$ cat config.mk
export PLATFORM = sky130hd
export DESIGN_NAME = tap_scan_ctrl
export DESIGN_NICKNAME = d
export VERILOG_FILES = /design/src/rtl/tap_scan_pkg.sv /design/src/rtl/tap_delay_line.sv /design/src/rtl/tap_scan_ctrl.sv
export SDC_FILE = /design/constraint.sdc
export NUM_CORES = 1
export LEC_CHECK = 0
export ABC_AREA = 0
export CORE_ASPECT_RATIO = 0.9
export CORE_MARGIN = 2
export CORE_UTILIZATION = 47
export DETAILED_ROUTE_END_ITERATION = 10
export MAX_ROUTING_LAYER = met4
export PLACE_DENSITY = 0.71
export SLEW_MARGIN = 20
export SYNTH_ARGS = -nofsm -noshare
export SYNTH_HDL_FRONTEND = slang
export SYNTH_HIERARCHICAL = 1
export SYNTH_SLANG_ARGS = --single-unit
export TNS_END_PERCENT = 30
$ cat constraint.sdc
create_clock -name clk -period 2.5 [get_ports clk]
set_input_delay 0.375 -clock clk [delete_from_list [all_inputs] [get_ports clk]]
set_output_delay 0.375 -clock clk [all_outputs]
set_load 0.01 [all_outputs]
$ cat src/rtl/tap_scan_pkg.sv
// Shared types and constants for the tap scan controller and its delay line.
package tap_scan_pkg;

  localparam int unsigned DEPTH  = 4;
  localparam int unsigned IDX_W  = 2;
  localparam int unsigned FILL_W = 3;

  typedef enum logic {
    ACCEPT = 1'b0,
    SCAN   = 1'b1
  } state_e;

  // Increment a fill count, saturating at max.
  function automatic logic [FILL_W-1:0] fill_inc(input logic [FILL_W-1:0] f,
                                                 input logic [FILL_W-1:0] max);
    return (f >= max) ? f : f + FILL_W'(1);
  endfunction

endpackage

$ cat src/rtl/tap_delay_line.sv
// Four-stage shift register of WIDTH-bit samples with a tap select mux.
module tap_delay_line
  import tap_scan_pkg::*;
#(
  parameter int unsigned WIDTH = 8
) (
  input  logic             clk_i,
  input  logic             rst_i,
  input  logic             shift_en_i,
  input  logic             clr_i,
  input  logic [WIDTH-1:0] din_i,
  input  logic [IDX_W-1:0] sel_i,
  output logic [WIDTH-1:0] dout_o
);

  logic [WIDTH-1:0] taps_q [DEPTH];

  // Clear wins over shift; otherwise taps hold.
  always_ff @(posedge clk_i or posedge rst_i) begin
    if (rst_i) begin
      for (int i = 0; i < int'(DEPTH); i++) taps_q[i] <= '0;
    end else if (clr_i) begin
      for (int i = 0; i < int'(DEPTH); i++) taps_q[i] <= '0;
    end else if (shift_en_i) begin
      taps_q[0] <= din_i;
      for (int i = 1; i < int'(DEPTH); i++) taps_q[i] <= taps_q[i-1];
    end
  end

  assign dout_o = taps_q[sel_i];

endmodule

$ cat src/rtl/tap_scan_ctrl.sv
// Delay-line controller: accepts samples into four taps, then scans filled taps
// out newest-first over a valid/ready handshake.
module tap_scan_ctrl
  import tap_scan_pkg::*;
#(
  parameter int unsigned WIDTH = 8,
  parameter int unsigned DEPTH = 4
) (
  input  logic              clk,
  input  logic              reset,
  input  logic [WIDTH-1:0]  in_data,
  input  logic              in_valid,
  output logic              in_ready,
  input  logic              scan_req,
  input  logic              flush,
  output logic [WIDTH-1:0]  out_data,
  output logic [IDX_W-1:0]  out_tap,
  output logic              out_valid,
  input  logic              out_ready,
  output logic              out_last,
  output logic [FILL_W-1:0] fill,
  output logic              busy
);

  state_e            state_q;
  logic [FILL_W-1:0] fill_q;
  logic [IDX_W-1:0]  idx_q;
  logic              in_ready_q;
  logic              out_valid_q;
  logic              busy_q;

  logic              push_c;
  logic              last_c;
  logic [FILL_W-1:0] fill_post_c;
  logic [WIDTH-1:0]  tap_sel_c;

  // A push coincident with flush is dropped.
  assign push_c      = in_valid && in_ready_q && !flush;
  assign fill_post_c = push_c ? fill_inc(fill_q, FILL_W'(DEPTH)) : fill_q;
  assign last_c      = out_valid_q && (FILL_W'(idx_q) == (fill_q - FILL_W'(1)));

  tap_delay_line #(
    .WIDTH (WIDTH)
  ) u_delay_line (
    .clk_i      (clk),
    .rst_i      (reset),
    .shift_en_i (push_c),
    .clr_i      (flush),
    .din_i      (in_data),
    .sel_i      (idx_q),
    .dout_o     (tap_sel_c)
  );

  // FSM, fill and idx counters; handshake flags are coded alongside the state.
  always_ff @(posedge clk or posedge reset) begin
    if (reset) begin
      state_q     <= ACCEPT;
      fill_q      <= '0;
      idx_q       <= '0;
      in_ready_q  <= 1'b1;
      out_valid_q <= 1'b0;
      busy_q      <= 1'b0;
    end else if (flush) begin
      state_q     <= ACCEPT;
      fill_q      <= '0;
      idx_q       <= '0;
      in_ready_q  <= 1'b1;
      out_valid_q <= 1'b0;
      busy_q      <= 1'b0;
    end else begin
      case (state_q)
        ACCEPT: begin
          fill_q <= fill_post_c;
          if (scan_req && (fill_post_c != '0)) begin
            state_q     <= SCAN;
            idx_q       <= '0;
            in_ready_q  <= 1'b0;
            out_valid_q <= 1'b1;
            busy_q      <= 1'b1;
          end
        end
        SCAN: begin
          if (out_ready) begin
            if (last_c) begin
              state_q     <= ACCEPT;
              idx_q       <= '0;
              in_ready_q  <= 1'b1;
              out_valid_q <= 1'b0;
              busy_q      <= 1'b0;
            end else begin
              idx_q <= idx_q + IDX_W'(1);
            end
          end
        end
        default: begin
          state_q     <= ACCEPT;
          idx_q       <= '0;
          in_ready_q  <= 1'b1;
          out_valid_q <= 1'b0;
          busy_q      <= 1'b0;
        end
      endcase
    end
  end

  assign in_ready  = in_ready_q;
  assign out_valid = out_valid_q;
  assign busy      = busy_q;
  assign out_data  = out_valid_q ? tap_sel_c : '0;
  assign out_tap   = idx_q;
  assign out_last  = last_c;
  assign fill      = fill_q;

endmodule

==> results of run 1 <==
==> cells in the mapped netlist (all sizes together), types with 2 or more instances <==
| master | count |
|---|---|
| a21oi | 2 |
| a31oi | 2 |
| and2 | 8 |
| buf | 6 |
| clkbuf | 6 |
| dfrtp | 39 |
| ha | 3 |
| inv | 8 |
| mux2i | 34 |
| mux4 | 8 |
| nand2 | 2 |
| nor2 | 36 |
| o21a | 2 |
| xor2 | 2 |
==> sequential cells by signal (all words and copies together) (netlist names) <==
signal	flops
fill	3
busy	1
out_tap	2
state_q	1
in_ready	1
u_delay_line/taps_q	32
==> placed cells by master, fill, tap and decap left out, types with 3 or more instances in the layout <==
cell             count
mux2i_1             33
ha_1                 3
clkbuf_8             7
clkdlybuf4s50_1     29
and2_1               8
buf_4                7
nor2_1              36
mux4_2               8
dfrtp_1             38
inv_1                8
==> cells by family after synthesis <==
family,after synthesis
AO/OA/AOI/OAI,13
XOR/XNOR,3
adder cells (fa/ha/maj),3
buffers and inverters,20
flip-flops,40
multiplexers,43
AND/OR/NAND/NOR,57
==> critical path, stage by stage (launching register included) <==
cell,delay (ns)
dfrtp_1,0.37
buf_6,0.18
mux4_2,0.50
and2_1,0.18
clkdlybuf4s50_1,0.47
==> where the power goes <==
part | switching [mW] | leakage (nW) | total (mW) | internal, mW
clock | 0.218 | 0.0645 | 0.570 | 0.352
combinational | 0.119 | 0.562 | 0.245 | 0.127
sequential | 0.0252 | 0.548 | 0.693 | 0.668
total | 0.362 | 1.17 | 1.51 | 1.15
==> how the worst min path moves through the flow <==
stage / from / endpoint / slack (ns)
floorplan: reset / busy / 0.19
global placement: u_delay_line/taps_q[7] / u_delay_line/taps_q[7] / 0.50
detailed placement: u_delay_line/taps_q[5] / u_delay_line/taps_q[5] / 0.51
CTS: reset / busy / 0.37
global route: reset / busy / 0.39
finish: reset / busy / 0.36
==> through the flow <==
| stage | area, um^2 | cells | power (mW) |
|---|---|---|---|
| 2_1_floorplan | 2120 | 179 | 0.862 |
| 3_3_place_gp | 2480 | 266 | 0.940 |
| 3_5_place_dp | 2480 | 266 | 0.950 |
| 4_1_cts | 2620 | 276 | 1.53 |
| 5_1_grt | 2630 | 276 | 1.58 |
| 6_report | 2630 | 276 | 1.51 |
==> routing by layer <==
| metal | part of all wire (%) | routed length [um] |
|---|---|---|
| met5 | 0 | 0 |
| met1 | 44 | 1900 |
| met3 | 4.8 | 207 |
| met2 | 50 | 2160 |
| met4 | 0.79 | 34 |
==> what timing repair did <==
| action | in CTS | in global routing |
|---|---|---|
| endpoints found under the setup margin | 1 | 5 |
| pin swaps | 1 | 0 |
| endpoints found under the hold margin | 0 | 0 |
| setup buffers | 2 | 0 |
| gates resized for setup | 0 | 3 |
==> final cells by class <==
type	count	area [um^2]
clock buffer	7	96.3
clock inverter	1	30.0
fill	375	1780
inverter	8	30.0
multi-input combinational	119	1000
sequential	40	1000
tap	62	77.6
timing repair buffer	39	387
==> flow_summary.yaml, run 1 <==
timing:
  timing.setup.tns_ns: 0
  rsz0062_at_grt: "no"
  slew_violations: 0
  tightest_slew_ns: 0.397
  fmax_mhz: 422
  max_slew_margin_pct: 73.5
  skew_ns: 0.00804
  hold_ws_ns: 0.365
  finalCritPeriodShare_pct: 94.8
  min_period_ns: 2.37
  setup_viol: 0
  final.setup.worst_slack_ns: 0.131
  finalHoldViolations: 0
yosys:
  syn_area_um2: 2120
  async_flop_share_pct: 100
  yosys.area_share.adder_pct: 1.77
  yosys.area_share.simple_pct: 13.7
  ys_ff_latch: 40
  synth_xor_area_share_pct: 1.24
  synth_top_family_by_area: "multiplexers"
  yosysWarnings: 6
  synth.area.top_cells: "dfrtp_1 46%, mux2i_1 16%, mux4_2 8.5%, nor2_1 6.4%, and2_1 2.4%"
  synthMuxAreaShare_pct: 25.7
  syn_area_per_cell_um2: 11.8
  netlist_instances: 179
  synth_top_area_share_pct: 46.1
  synth_compound_area_share_pct: 4.91
  yosysSeqAreaShare_pct: 47.4
  synth_edf_count: 0
  syn-num-nets: 196
  ys_types: 39
  synth_ff_type: "dfrtp_1"
  yosys.area.top_type: "dfrtp_1"
global_routing:
  grt_max_degree: 39
  grt.busiest_layer: "met2"
  met1_usage_pct: 25.7
  grt_util_all_layers_pct: 19.8
  grt_pass1_vias: 1498
  met2_usage_pct: 30.6
  grtUsageMet3_pct: 5.37
  antenna_found_initial: 0
  grt_first_pass_wirelength_um: 7180
  grt_overflow: 0
setup_path:
  startpoint: "out_tap[0]"
  r2r-end: "state_q"
  worstSetupPathType: "reg2out"
  cp-start-kind: "flip-flop"
  cp.arrival_ns: 1.99
  endpoint: "out_data[6]"
  rr_startpoint: "fill[0]"
  reg2reg_slack_ns: 0.65
  worstPathRequired_ns: 2.12
  cp_max_fo: 8
  r2r_cells: 7
  end_kind: "output pin"
routing:
  drt_iter0_markers: 92
  ant_nets: 0
  vias: 1443
  routed_via_density: 5.23
  wl_per_cell_um: 15.6
  drc: 0
  drt_wl_total_um: 4300
  drt_first_pass_iters: 5
layout:
  drive_above_1_share_pct: 15.4
  nets: 230
  syn2layout_area_growth_pct: 24.1
  diodes: 0
  fin_util_pct: 59.6
clock_network:
  clockBufferDepth: 2
  cts.sinks: 40
  numCtsBuffers: 5
  clock_latency_ns: 0.29
  h-tree-depth: 2
  postCtsHoldBufs: 0
  root_buffer: "clkbuf_8"
  path_clk_slew_ns: 0.08
  cts_tree: "yes"
place:
  dpl_worst_slack_ns: 0.227
  place.gp.congestion: 0.855
  hpwl_um: 2940
  port_buffers: 30
die:
  std_cell_rows: 23
  dieWidth_um: 74.7
  start_util_pct: 48.1
  num_io_pins: 31
  dieArea_um2: 5060
  die_y_um: 67.7
  core_area_um2: 4400
worst_hold_path:
  min_path_type: "in2async"
run_status:
  status: "finished clean"
run:
  maxCapViolCount: 0
pwr:
  peakVddDrop_v: 0.000433
  powerDensity_nw_per_um2: 575
  p_leak_nw: 1.17
Power figures use the tool's default switching activity.
==> inputs of run 2 (changes only) <==
--- a/config.mk
+++ b/config.mk
@@ -6,12 +6,14 @@
 export NUM_CORES = 1
 export LEC_CHECK = 0
 export ABC_AREA = 0
+export CAP_MARGIN = 20
 export CORE_ASPECT_RATIO = 0.9
 export CORE_MARGIN = 2
-export CORE_UTILIZATION = 47
+export CORE_UTILIZATION = 50
 export DETAILED_ROUTE_END_ITERATION = 10
 export MAX_ROUTING_LAYER = met4
-export PLACE_DENSITY = 0.71
+export PLACE_DENSITY = 0.74
+export REMOVE_ABC_BUFFERS = 1
 export SLEW_MARGIN = 20
 export SYNTH_ARGS = -nofsm -noshare
 export SYNTH_HDL_FRONTEND = slang
==> flow_summary.yaml, run 2 (same netlist as run 1, synthesis figures left out) <==
run_status:
  status: "finished clean"
clock_network:
  h-tree-depth: 2
  cts_tree: "yes"
  path_clk_slew_ns: 0.08
  root_buffer: "clkbuf_8"
  clockBufferDepth: 2
  cts.sinks: 40
  clock_latency_ns: 0.29
  postCtsHoldBufs: 0
  numCtsBuffers: 5
routing:
  routed_via_density: 5.55
  drt_first_pass_iters: 4
  drt_iter0_markers: 82
  wl_per_cell_um: 16.7
  drt_wl_total_um: 4330
  vias: 1444
  drc: 0
  ant_nets: 0
layout:
  top_register: "u_delay_line/taps_q"
  fin_util_pct: 63.0
  drive_above_1_share_pct: 14.2
  syn2layout_area_growth_pct: 21.3
  final_common_cell: "dfrtp_1"
  layout_common_cells: "37 x dfrtp_1, 36 x nor2_1, 33 x mux2i_1"
  nets: 228
  diodes: 0
  largest_reg_flops: 32
setup_path:
  cp-start-kind: "flip-flop"
  cp.arrival_ns: 2.04
  rr_startpoint: "fill[0]"
  end_kind: "output pin"
  cp_max_fo: 7
  reg2reg_slack_ns: 0.67
  worst_path_max_delay_cell: "mux4_2"
  crit_chain: "buf_4 > mux4_2 > and2_1 > clkdlybuf4s50_1"
  cpPeakStageDelay_ns: 0.49
  worstPathRequired_ns: 2.12
  worstSetupPathType: "reg2out"
  r2r-end: "busy"
  r2r_cells: 7
  critPathBufInv: 2
  crit_family: "buffers and inverters"
die:
  start_util_pct: 51.9
  std_cell_rows: 22
  num_io_pins: 31
  dieArea_um2: 4770
  core_area_um2: 4070
  dieWidth_um: 72.6
  die_y_um: 65.7
timing:
  finalHoldViolations: 0
  skew_ns: 0.00858
  max_slew_margin_pct: 71.6
  hold_ws_ns: 0.381
  min_period_ns: 2.42
  finalCritPeriodShare_pct: 96.8
  timing.setup.tns_ns: 0
  tightest_slew_ns: 0.426
  fmax_mhz: 413
  setup_viol: 0
  rsz0062_at_grt: "no"
  slew_violations: 0
place:
  port_buffers: 30
  hpwl_um: 3000
  place.gp.congestion: 0.938
global_routing:
  grt_overflow: 0
  antenna_found_initial: 0
  grt_util_all_layers_pct: 21.0
  grt_max_degree: 37
  grt_first_pass_wirelength_um: 7290
  grt_pass1_vias: 1479
pwr:
  powerDensity_nw_per_um2: 537
  p_leak_nw: 1.15
  peakVddDrop_v: 0.000383
run:
  maxCapViolCount: 0
worst_hold_path:
  min_path_type: "in2async"
run 2: cell count changes in the layout (fill, tap and decap cells not counted), sizes merged:
| cell | delta |
|---|---|
| buf | -2 |
| clkbuf | +1 |
| bufinv | -1 |
run 2: stage by stage:
step / area, um^2 / setup slack, ns / power [mW] / instances
finish: 2570 / 0.0806 / 1.38 / 260
global route: 2570 / 0.00509 / 1.45 / 260
CTS: 2560 / 0.0239 / 1.39 / 260
detailed placement: 2460 / 0.229 / 0.951 / 251
global placement: 2460 / 0.318 / 0.941 / 251
floorplan: 2030 / 0.472 / 0.842 / 167
run 2: worst max-delay path by stage:
| stage | start | endpoint | slack (ns) | depth (start not counted) |
|---|---|---|---|---|
| after floorplan | in_ready | u_delay_line/taps_q[0] | 0.47 | 4 |
| after global placement | fill[1] | out_last | 0.32 | 6 |
| after detailed placement | fill[1] | out_last | 0.23 | 6 |
| after CTS | fill[0] | out_last | 0.02 | 6 |
| after global routing | out_tap[0] | out_data[6] | 0.005 | 4 |
| final | out_tap[0] | out_data[6] | 0.08 | 4 |
run 2: repair_timing:
action	4_1_cts	5_1_grt
setup endpoints to repair	1	3
hold endpoints to repair	0	0
setup buffers	1	0
gates resized for setup	1	2
run 2: worst reg2reg max path, stage by stage (launching register included):
cell,delay [ns]
dfrtp_1,0.34
inv_1,0.06
ha_1,0.20
ha_1,0.20
and4bb_4,0.35
mux2i_4,0.28
a21oi_1,0.11
o21a_1,0.19
run 2: metal layers:
metal	vias up	routed length, um	GRT usage (%)
met5	-	0	-
met4	0	62	5.09
met3	9	217	6.13
met2	40	2140	33.0
met1	714	1910	27.2
li1	681	-	-
run 2: power by group:
group	switching, mW	leakage, nW	total (mW)	internal, mW
registers	0.0284	0.547	0.697	0.668
clock network	0.214	0.0455	0.439	0.225
logic	0.114	0.553	0.242	0.127
run 2: final cells by class:
| type | count | area (um^2) |
|---|---|---|
| Fill cell | 326 | 1510 |
| Sequential cell | 40 | 1000 |
| Multi-Input combinational cell | 119 | 1000 |
| Timing Repair Buffer | 37 | 380 |
| Clock buffer | 8 | 90.1 |
| Tap cell | 48 | 60.1 |
| Inverter | 8 | 30.0 |
==> inputs of run 3 (changes only) <==
--- a/config.mk
+++ b/config.mk
@@ -14,7 +14,6 @@
 export MAX_ROUTING_LAYER = met4
 export PLACE_DENSITY = 0.74
 export REMOVE_ABC_BUFFERS = 1
-export SLEW_MARGIN = 20
 export SYNTH_ARGS = -nofsm -noshare
 export SYNTH_HDL_FRONTEND = slang
 export SYNTH_HIERARCHICAL = 1
==> results of run 3 <==
The final DEF is identical to that of run 2; final timing and power are the same.
